File: config.mk
export PLATFORM = sky130hd
export DESIGN_NAME = ex_pipe_ctrl_flat
export DESIGN_NICKNAME = d
export VERILOG_FILES = /design/src/rtl/ex_pipe_ctrl_if.sv /design/src/rtl/ex_pipe_ctrl.sv /design/src/flat_wrapper.sv
export SDC_FILE = /design/constraint.sdc
export NUM_CORES = 1
export LEC_CHECK = 0
export ABC_AREA = 1
export CORE_UTILIZATION = 41
export DETAILED_ROUTE_END_ITERATION = 7
export GPL_ROUTABILITY_DRIVEN = 1
export GPL_TIMING_DRIVEN = 0
export PLACE_DENSITY = 0.8
export SYNTH_ARGS = -nofsm -noshare
export SYNTH_HDL_FRONTEND = slang
export SYNTH_SLANG_ARGS = --single-unit
File: constraint.sdc
create_clock -name CLK -period 2.4 [get_ports CLK]
set_input_delay 0.48 -clock CLK [delete_from_list [all_inputs] [get_ports CLK]]
set_output_delay 0.48 -clock CLK [all_outputs]
set_load 0.01 [all_outputs]
File: src/rtl/ex_pipe_ctrl_if.sv
// EX-stage sequencer bus: ID/EX and IF/ID hazard inputs, pipe control outputs.
interface ex_pipe_ctrl_if #(
   parameter int CNT_W = 32
);
   logic             VALID_DE;
   logic             MEMREAD_DE;
   logic             MC_OP_DE;
   logic [4:0]       RD_DE;
   logic [4:0]       RS1_FD;
   logic [4:0]       RS2_FD;
   logic             USE_RS1_FD;
   logic             USE_RS2_FD;
   logic             isBranch_E;
   logic [31:0]      PC_IMM_E;
   logic             STALL_F;
   logic             STALL_D;
   logic             HOLD_E;
   logic             BUBBLE_E;
   logic             FLUSH_D;
   logic             PC_SEL;
   logic [31:0]      PC_TGT;
   logic             MC_DONE;
   logic             BUSY;
   logic [CNT_W-1:0] STALL_CNT;
   logic [CNT_W-1:0] REDIR_CNT;

   modport slave (
      input  VALID_DE, MEMREAD_DE, MC_OP_DE, RD_DE, RS1_FD, RS2_FD,
             USE_RS1_FD, USE_RS2_FD, isBranch_E, PC_IMM_E,
      output STALL_F, STALL_D, HOLD_E, BUBBLE_E, FLUSH_D, PC_SEL, PC_TGT,
             MC_DONE, BUSY, STALL_CNT, REDIR_CNT
   );

   modport master (
      output VALID_DE, MEMREAD_DE, MC_OP_DE, RD_DE, RS1_FD, RS2_FD,
             USE_RS1_FD, USE_RS2_FD, isBranch_E, PC_IMM_E,
      input  STALL_F, STALL_D, HOLD_E, BUBBLE_E, FLUSH_D, PC_SEL, PC_TGT,
             MC_DONE, BUSY, STALL_CNT, REDIR_CNT
   );
endinterface

File: src/rtl/ex_pipe_ctrl.sv
// EX-stage pipeline sequencer: branch redirect, load-use bubble, multi-cycle
// op hold, plus stall/redirect perf counters.
module ex_pipe_ctrl #(
   parameter int MC_LAT = 4,
   parameter int CNT_W  = 32
) (
   input  logic              CLK,
   input  logic              RST_N,
   ex_pipe_ctrl_if.slave     bus
);
   localparam int CW = $clog2(MC_LAT) + 1;
   // first cycle of the op is spent in RUN, so the wait count starts at LAT-2
   localparam logic [CW-1:0] CNT_INIT = (MC_LAT > 1) ? CW'(MC_LAT - 2) : '0;

   typedef enum logic {RUN, MC_WAIT} state_t;

   state_t           state_q, state_d;
   logic [CW-1:0]    cnt_q, cnt_d;
   logic [CNT_W-1:0] stall_cnt_q, stall_cnt_d;
   logic [CNT_W-1:0] redir_cnt_q, redir_cnt_d;

   logic        stall_f, stall_d, hold_e, bubble_e, flush_d, pc_sel, mc_done, busy;
   logic [31:0] pc_tgt;
   logic        load_use;

   assign load_use = bus.VALID_DE & bus.MEMREAD_DE & (bus.RD_DE != 5'd0) &
                     ((bus.USE_RS1_FD & (bus.RS1_FD == bus.RD_DE)) |
                      (bus.USE_RS2_FD & (bus.RS2_FD == bus.RD_DE)));

   // next-state and control outputs; everything is forced low while in reset
   always_comb begin
      state_d  = state_q;
      cnt_d    = cnt_q;
      stall_f  = 1'b0;
      stall_d  = 1'b0;
      hold_e   = 1'b0;
      bubble_e = 1'b0;
      flush_d  = 1'b0;
      pc_sel   = 1'b0;
      pc_tgt   = '0;
      mc_done  = 1'b0;
      busy     = 1'b0;
      if (RST_N) begin
         case (state_q)
            RUN: begin
               if (bus.VALID_DE & bus.MC_OP_DE) begin
                  // a multi-cycle op owns EX; any branch flag is not acted on
                  if (MC_LAT > 1) begin
                     stall_f = 1'b1;
                     stall_d = 1'b1;
                     hold_e  = 1'b1;
                     state_d = MC_WAIT;
                     cnt_d   = CNT_INIT;
                  end else begin
                     mc_done = 1'b1;
                  end
               end else if (bus.VALID_DE & bus.isBranch_E) begin
                  // the flush kills the dependent instruction, so no load-use stall
                  pc_sel   = 1'b1;
                  pc_tgt   = bus.PC_IMM_E;
                  flush_d  = 1'b1;
                  bubble_e = 1'b1;
               end else if (load_use) begin
                  stall_f  = 1'b1;
                  stall_d  = 1'b1;
                  bubble_e = 1'b1;
               end
            end
            MC_WAIT: begin
               busy = 1'b1;
               if (cnt_q != '0) begin
                  stall_f = 1'b1;
                  stall_d = 1'b1;
                  hold_e  = 1'b1;
                  cnt_d   = cnt_q - 1'b1;
               end else begin
                  mc_done = 1'b1;
                  state_d = RUN;
               end
            end
            default: state_d = RUN;
         endcase
      end
   end

   // perf counters wrap naturally
   always_comb begin
      stall_cnt_d = stall_cnt_q + CNT_W'(stall_f);
      redir_cnt_d = redir_cnt_q + CNT_W'(pc_sel);
   end

   // state, wait counter and perf counter registers
   always_ff @(posedge CLK) begin
      if (!RST_N) begin
         state_q     <= RUN;
         cnt_q       <= '0;
         stall_cnt_q <= '0;
         redir_cnt_q <= '0;
      end else begin
         state_q     <= state_d;
         cnt_q       <= cnt_d;
         stall_cnt_q <= stall_cnt_d;
         redir_cnt_q <= redir_cnt_d;
      end
   end

   assign bus.STALL_F   = stall_f;
   assign bus.STALL_D   = stall_d;
   assign bus.HOLD_E    = hold_e;
   assign bus.BUBBLE_E  = bubble_e;
   assign bus.FLUSH_D   = flush_d;
   assign bus.PC_SEL    = pc_sel;
   assign bus.PC_TGT    = pc_tgt;
   assign bus.MC_DONE   = mc_done;
   assign bus.BUSY      = busy;
   assign bus.STALL_CNT = stall_cnt_q;
   assign bus.REDIR_CNT = redir_cnt_q;
endmodule

File: src/flat_wrapper.sv
// flat-port wrapper written by rule: the top's interface ports become plain ports
module ex_pipe_ctrl_flat 
#(
   parameter int MC_LAT = 4,
   parameter int CNT_W  = 32
)
  (CLK, RST_N, bus_VALID_DE, bus_MEMREAD_DE, bus_MC_OP_DE, bus_RD_DE, bus_RS1_FD, bus_RS2_FD, bus_USE_RS1_FD, bus_USE_RS2_FD, bus_isBranch_E, bus_PC_IMM_E, bus_STALL_F, bus_STALL_D, bus_HOLD_E, bus_BUBBLE_E, bus_FLUSH_D, bus_PC_SEL, bus_PC_TGT, bus_MC_DONE, bus_BUSY, bus_STALL_CNT, bus_REDIR_CNT);
  ex_pipe_ctrl_if #(.CNT_W(CNT_W)) bus_i ();
  input  logic CLK;
  input  logic RST_N;
  input wire logic [$bits(bus_i.VALID_DE)-1:0] bus_VALID_DE;
  input wire logic [$bits(bus_i.MEMREAD_DE)-1:0] bus_MEMREAD_DE;
  input wire logic [$bits(bus_i.MC_OP_DE)-1:0] bus_MC_OP_DE;
  input wire logic [$bits(bus_i.RD_DE)-1:0] bus_RD_DE;
  input wire logic [$bits(bus_i.RS1_FD)-1:0] bus_RS1_FD;
  input wire logic [$bits(bus_i.RS2_FD)-1:0] bus_RS2_FD;
  input wire logic [$bits(bus_i.USE_RS1_FD)-1:0] bus_USE_RS1_FD;
  input wire logic [$bits(bus_i.USE_RS2_FD)-1:0] bus_USE_RS2_FD;
  input wire logic [$bits(bus_i.isBranch_E)-1:0] bus_isBranch_E;
  input wire logic [$bits(bus_i.PC_IMM_E)-1:0] bus_PC_IMM_E;
  output wire logic [$bits(bus_i.STALL_F)-1:0] bus_STALL_F;
  output wire logic [$bits(bus_i.STALL_D)-1:0] bus_STALL_D;
  output wire logic [$bits(bus_i.HOLD_E)-1:0] bus_HOLD_E;
  output wire logic [$bits(bus_i.BUBBLE_E)-1:0] bus_BUBBLE_E;
  output wire logic [$bits(bus_i.FLUSH_D)-1:0] bus_FLUSH_D;
  output wire logic [$bits(bus_i.PC_SEL)-1:0] bus_PC_SEL;
  output wire logic [$bits(bus_i.PC_TGT)-1:0] bus_PC_TGT;
  output wire logic [$bits(bus_i.MC_DONE)-1:0] bus_MC_DONE;
  output wire logic [$bits(bus_i.BUSY)-1:0] bus_BUSY;
  output wire logic [$bits(bus_i.STALL_CNT)-1:0] bus_STALL_CNT;
  output wire logic [$bits(bus_i.REDIR_CNT)-1:0] bus_REDIR_CNT;
  assign bus_i.VALID_DE = bus_VALID_DE;
  assign bus_i.MEMREAD_DE = bus_MEMREAD_DE;
  assign bus_i.MC_OP_DE = bus_MC_OP_DE;
  assign bus_i.RD_DE = bus_RD_DE;
  assign bus_i.RS1_FD = bus_RS1_FD;
  assign bus_i.RS2_FD = bus_RS2_FD;
  assign bus_i.USE_RS1_FD = bus_USE_RS1_FD;
  assign bus_i.USE_RS2_FD = bus_USE_RS2_FD;
  assign bus_i.isBranch_E = bus_isBranch_E;
  assign bus_i.PC_IMM_E = bus_PC_IMM_E;
  assign bus_STALL_F = bus_i.STALL_F;
  assign bus_STALL_D = bus_i.STALL_D;
  assign bus_HOLD_E = bus_i.HOLD_E;
  assign bus_BUBBLE_E = bus_i.BUBBLE_E;
  assign bus_FLUSH_D = bus_i.FLUSH_D;
  assign bus_PC_SEL = bus_i.PC_SEL;
  assign bus_PC_TGT = bus_i.PC_TGT;
  assign bus_MC_DONE = bus_i.MC_DONE;
  assign bus_BUSY = bus_i.BUSY;
  assign bus_STALL_CNT = bus_i.STALL_CNT;
  assign bus_REDIR_CNT = bus_i.REDIR_CNT;
  ex_pipe_ctrl #(.MC_LAT(MC_LAT), .CNT_W(CNT_W)) u_core (.CLK(CLK), .RST_N(RST_N), .bus(bus_i));
endmodule
==> impl_metrics.tcl, run 1 <==
set metrics [dict create \
    num_rows 36 \
    fin_crit_ns 2.34 \
    grt_pass1_vias 4543 \
    area_delta_synth_final_pct 50.6 \
    crit_buf_inv 3 \
    drc 0 \
    grt_usage 0.245 \
    cts_buffers 9 \
    ys_types 31 \
    die-area_um2 10700 \
    place_hpwl_um 10100 \
    port_buffers 158 \
    drt_iter0_markers 185 \
    netlist_top_cells_count "nand2_1 (215), nor2_1 (158), inv_1 (108)" \
    hold_violations 0 \
    critPathCaptureType "output port" \
    synthesis.nets 778 \
    cpLargestDelayFamily "buffers and inverters" \
    drive_gt1_frac 0.0936 \
    cts-root-buf "clkbuf_8" \
    setup_viol 0 \
    synthFlopType "dfxtp_1" \
    die-width_um 104 \
    synth.avg_cell_area_um2 5.90 \
    drtAntennaViolNets 0 \
    ys_seq_elements 68 \
    dpl_worst_slack_ns -0.986 \
    fmax_ghz 0.427 \
    fin_nets 954 \
    cp_data_required_time_ns 1.92 \
    antenna_found_initial 0 \
    yosysMostFrequentCell "nand2_1" \
    design.core.area_um2 9910 \
    fp.dieH_um 104 \
    status "completed" \
    grt_overflow 0 \
    cpPeakStageDelay_ns 0.44 \
    startpoint_type "input pin" \
    syn_inst 717 \
    htreeDepth 3 \
    yosysWarnings 0 \
    drt-wirelength-per-cell_um 12.6 \
    clk_latency_ns 0.34 \
    synth-edff-count 0 \
    synth_top_area_share 0.322 \
    grt_pass1_wl_um 21200 \
    crit_slowest_cell "clkdlybuf4s50_1" \
    clk_path_buf_depth 2 \
    finalWirelength_um 13000 \
    cts_tree "yes" \
    power.static_leakage_nw 2.59 \
    tightest_slew_ns 0.630 \
    finalMaxSlewViolations 0 \
    worst_slack_ns 0.0607 \
    cts_sinks 68 \
    gp_congestion 0.915 \
    ios 159 \
    nFillCells 945 \
    cp_max_fo 3 \
    ff_latch_area_um2 1360 \
    netlist_area_um2 4230 \
    dr.pass1.iters 6 \
    hold_ws_ns 0.470 \
    ys_seq_area_frac 0.322 \
    relSlewSlack 0.580 \
    viasPerCell 4.75 \
    clock_skew_ns 0.00962 \
    clk_transition_reported_paths_ns 0.07 \
    crit_chain "clkdlybuf4s50_1, nand2_1, nand2_1, nor2_1, nand3_1, nand2_1, nand3_2, nand2_2, buf_4, clkdlybuf4s15_2" \
    max-vdd-ir-drop_uv 298 \
    start_util 0.427 \
    vias 4893 \
    maxCapViolCount 0 \
    critical_path_class "input pin to output port" \
    yosysTopAreaCell "dfxtp_1" \
    synthTopCellsByArea "dfxtp_1 (32%), nand2_1 (19%), nor2_1 (14%)" \
    holdBufCountCts 0 \
    async_reset_ff_frac 0 \
    crit_arrival_ns 1.86 \
    power.density_nw_per_um2 366 \
    grt_max_degree 11 \
    crit_top_cell "nand2_1" \
    n_antenna_cell 0 \
    multi_input_area_um2 2550 \
    holdCritPathClass "register to register" \
    timing.final.crit_share 0.975 \
]
-- registers in the layout (all words and copies together) (netlist names) --
name	count
u_core.bus.STALL_CNT	32
u_core.bus.REDIR_CNT	32
u_core.cnt_q	3
u_core.state_q	1
-- cells in the final DEF (no fill, tap or decap), types with 32 or more instances in the layout --
cell type and count:
nand2_1 212, nor2_1 153, inv_1 103, clkdlybuf4s50_1 103, dfxtp_1 68, a21oi_1 40, nand3_1 35, dlygate4sd2_1 32
-- routing by layer --
layer,up-vias,track usage,part of all wire
met3,27,0.0409,0.047
li1,2533,-,-
met5,-,0,0
met4,0,0.0973,0.024
met1,2182,0.303,0.44
met2,151,0.421,0.49
-- cell type report --
cell class,count,area share
Buffer,12,0.0114
Clock buffer,14,0.0287
Clock inverter,1,0.000785
Inverter,108,0.0636
Multi-Input combinational cell,529,0.400
Sequential cell,68,0.214
Tap cell,133,0.0261
Timing Repair Buffer,165,0.256
-- cells by family (layout without fill, tap and decap cells) --
kind of cell	count (synthesis)	after routing	synth area share
AO/OA/AOI/OAI	62	62	0.0786
XOR/XNOR	9	9	0.0186
adder cells (fa/ha/maj)	6	6	0.0177
buffers and inverters	120	300	0.109
flip-flops	68	68	0.322
AND/OR/NAND/NOR	452	452	0.454
-- power by group --
group / switching, W / total, W / internal (W)
registers: 0.00000923 / 0.00115 / 0.00114
clock network: 0.000414 / 0.000896 / 0.000482
logic: 0.000136 / 0.000287 / 0.000151
-- final timing paths --
check	start	to	slack, ns	cells past startpoint
hold reg to reg	u_core.cnt_q[0]$_SDFFE_PN0P_	u_core.cnt_q[0]$_SDFFE_PN0P_	0.47	1
setup / recovery	bus_RS1_FD[3]	bus_STALL_F	0.06	10
setup reg to reg	u_core.cnt_q[0]$_SDFFE_PN0P_	u_core.bus.STALL_CNT[18]$_SDFF_PN0_	0.22	16
hold / removal	u_core.cnt_q[0]$_SDFFE_PN0P_	u_core.cnt_q[0]$_SDFFE_PN0P_	0.47	1
-- timing repair --
| action | CTS | global route |
|---|---|---|
| pin swaps | 3 | 15 |
| gates resized for setup | 78 | 33 |
| setup buffers | 3 | 4 |
| hold endpoints to repair | 0 | 0 |
| cloned | 0 | 0 |
| endpoints found under the setup margin | 89 | 70 |
-- through the flow --
stage / TNS [ns] / area, µm² / util / cells / total power, W
3_5_place_dp: -51.07 / 5980 / 0.604 / 1008 / 0.00145
3_3_place_gp: -48.79 / 5980 / 0.604 / 1008 / 0.00145
4_1_cts: -0.0210 / 6240 / 0.630 / 1026 / 0.00234
5_1_grt: -0.140 / 6370 / 0.643 / 1030 / 0.00244
2_1_floorplan: 0 / 4230 / - / 717 / 0.00128
6_report: 0 / 6370 / 0.643 / 1030 / 0.00233
Note: power is estimated with default switching activity, not from simulation.
==> run 2: changes to the inputs <==
- REMOVE_ABC_BUFFERS: not set -> 1
==> run 2 against run 1 <==
Effect of this change:
- hold slack better by 0.0083 ns
- non-clock buffer count down 14
- final area down 0.31%
- clock-buffer cell count down 3
- register-to-register slack better by 0.04 ns
- sequential power about the same
- first-iteration DRC count up 35%
- combinational power about the same
- routed wire length down 1.6%
- global-route usage down 1.0 points
- worst setup slack worse by 0.023 ns
- sequential cell count unchanged
- largest cell class unchanged
==> impl_metrics.tcl, run 2 (synthesis results as in run 1) <==
set metrics [dict create \
    status "completed" \
    hold_depth 1 \
    nFillCells 911 \
    ff_latch_area_um2 1360 \
    crit_buf_inv 3 \
    crit_slowest_cell "clkdlybuf4s50_1" \
    startpoint_type "input pin" \
    holdBufCountCts 0 \
    drtAntennaViolNets 0 \
    mostFrequentLayoutCells "nand2_1 (212), nor2_1 (148), clkdlybuf4s50_1 (104), inv_1 (101), dfxtp_1 (68)" \
    regToRegStartpoint "u_core.cnt_q[0]$_SDFFE_PN0P_" \
    rr_worst_depth 16 \
    cts-root-buf "clkbuf_8" \
    finalMaxSlewViolations 0 \
    multi_input_area_um2 2580 \
    grt_usage 0.235 \
    critical_path_class "input pin to output port" \
    cp_max_fo 9 \
    clk_transition_reported_paths_ns 0.07 \
    crit_chain "clkdlybuf4s50_1, nand2_1, nand2_2, nor2_4, buf_4, nand2_8, nor2_1, clkdlybuf4s15_1" \
    layout_commonest_cell "nand2_1" \
    maxCapViolCount 0 \
    cpPeakStageDelay_ns 0.41 \
    cts_tree "yes" \
    clk_latency_ns 0.36 \
    cpLargestDelayFamily "buffers and inverters" \
    htreeDepth 3 \
    dpl_worst_slack_ns -2.58 \
    grt_pass1_vias 4445 \
    vias 4951 \
    start_util 0.427 \
    port_buffers 158 \
    hp-start "u_core.cnt_q[0]$_SDFFE_PN0P_" \
    grt_pass1_wl_um 20400 \
    drive_gt1_frac 0.0892 \
    fin_cells 1019 \
    viasPerCell 4.86 \
    cp_data_required_time_ns 1.92 \
    placedCellCount 996 \
    n_antenna_cell 0 \
    grt_overflow 0 \
    fp.dieH_um 104 \
    place_hpwl_um 9470 \
    die-area_um2 10700 \
    critPathCaptureType "output port" \
    max-vdd-ir-drop_uv 206 \
    worst_hold_path.endpoint "u_core.cnt_q[0]$_SDFFE_PN0P_" \
    drt_iter0_markers 250 \
    cts_sinks 68 \
    worst_slack_ns 0.0382 \
    design.core.area_um2 9910 \
    drc 0 \
    power.density_nw_per_um2 380 \
    power.static_leakage_nw 2.57 \
    cts_buffers 9 \
    finalPower_w 0.00242 \
    clk_path_buf_depth 2 \
    ios 159 \
    dpl_cell_area_um2 5920 \
    fmax_ghz 0.423 \
    setup_viol 0 \
    drt-wirelength-per-cell_um 12.6 \
    tightest_slew_ns 0.373 \
    final_area_um2 6350 \
    fin_nets 942 \
    rrSetupSlack_ns 0.26 \
    hold_violations 0 \
    die-width_um 104 \
    grt_max_degree 50 \
    r2r-end "u_core.bus.STALL_CNT[18]$_SDFF_PN0_" \
    fin_crit_ns 2.36 \
    area_delta_synth_final_pct 50.1 \
    relSlewSlack 0.751 \
    num_rows 36 \
    gp_congestion 0.923 \
    clock_skew_ns 0.0155 \
    timing.final.crit_share 0.984 \
    antenna_found_initial 0 \
    holdCritPathClass "register to register" \
    finalWirelength_um 12800 \
    dr.pass1.iters 5 \
    crit_arrival_ns 1.88 \
]
==> run 2: changes by cell type in the layout (fill, tap and decap cells not counted), moves of 2 or more <==
cell	delta
buf_4	-8
clkbuf_1	-4
clkbuf_8	-3
clkdlybuf4s15_1	+3
clkdlybuf4s15_2	-4
dlygate4sd2_1	-2
dlymetal6s2s_1	+2
inv_1	-2
nand2_8	+2
nand3_1	+2
nor2_1	-5
nor2_2	+6
==> run 2: power by group <==
group	internal, W	switching (W)
Combinational	0.000149	0.000140
Clock	0.000513	0.000468
Sequential	0.00114	0.00000916
==> run 2: worst max path at each step <==
stage | startpoint | to | slack [ns] | depth (start not counted)
6_report | bus_MC_OP_DE | bus_PC_TGT[18] | 0.04 | 8
5_1_grt | bus_MC_OP_DE | u_core.bus.REDIR_CNT[20]$_SDFF_PN0_ | -0.005 | 16
4_1_cts | bus_RD_DE[2] | bus_STALL_D | -0.05 | 10
3_5_place_dp | RST_N | u_core.bus.REDIR_CNT[20]$_SDFF_PN0_ | -2.58 | 14
3_3_place_gp | RST_N | u_core.bus.REDIR_CNT[14]$_SDFF_PN0_ | -3.05 | 12
2_1_floorplan | RST_N | u_core.bus.REDIR_CNT[14]$_SDFF_PN0_ | -1.04 | 11
==> run 2: cell type report <==
| cell class | count | area share |
|---|---|---|
| clock buffer | 11 | 0.0222 |
| clock inverter | 5 | 0.00945 |
| inverter | 108 | 0.0650 |
| multi-input combinational | 531 | 0.407 |
| sequential | 68 | 0.214 |
| tap | 133 | 0.0262 |
| timing repair buffer | 163 | 0.256 |
==> run 2: per-stage QoR <==
| step | TNS (ns) | hold WS [ns] | util |
|---|---|---|---|
| final | 0 | 0.478 | 0.641 |
| after global routing | -0.0193 | 0.504 | 0.641 |
| after CTS | -0.0898 | 0.474 | 0.630 |
| after detailed placement | -198.37 | 0.459 | 0.598 |
| after global placement | -250.69 | 0.459 | 0.598 |
| after floorplan | -38.84 | 0.440 | - |
==> run 2: routing by layer <==
metal	wire length [µm]	vias to the layer above	GRT usage
li1	-	2526	-
met1	5520	2173	0.289
met2	6180	230	0.409
met3	885	22	0.0390
met4	203	0	0.0849
met5	0	-	0
==> run 2: what timing repair did <==
action / in CTS / in global routing
resized for setup: 68 / 42
pin swaps: 5 / 12
cloned: 2 / 0
setup endpoints to repair: 105 / 68
setup buffers: 4 / 1
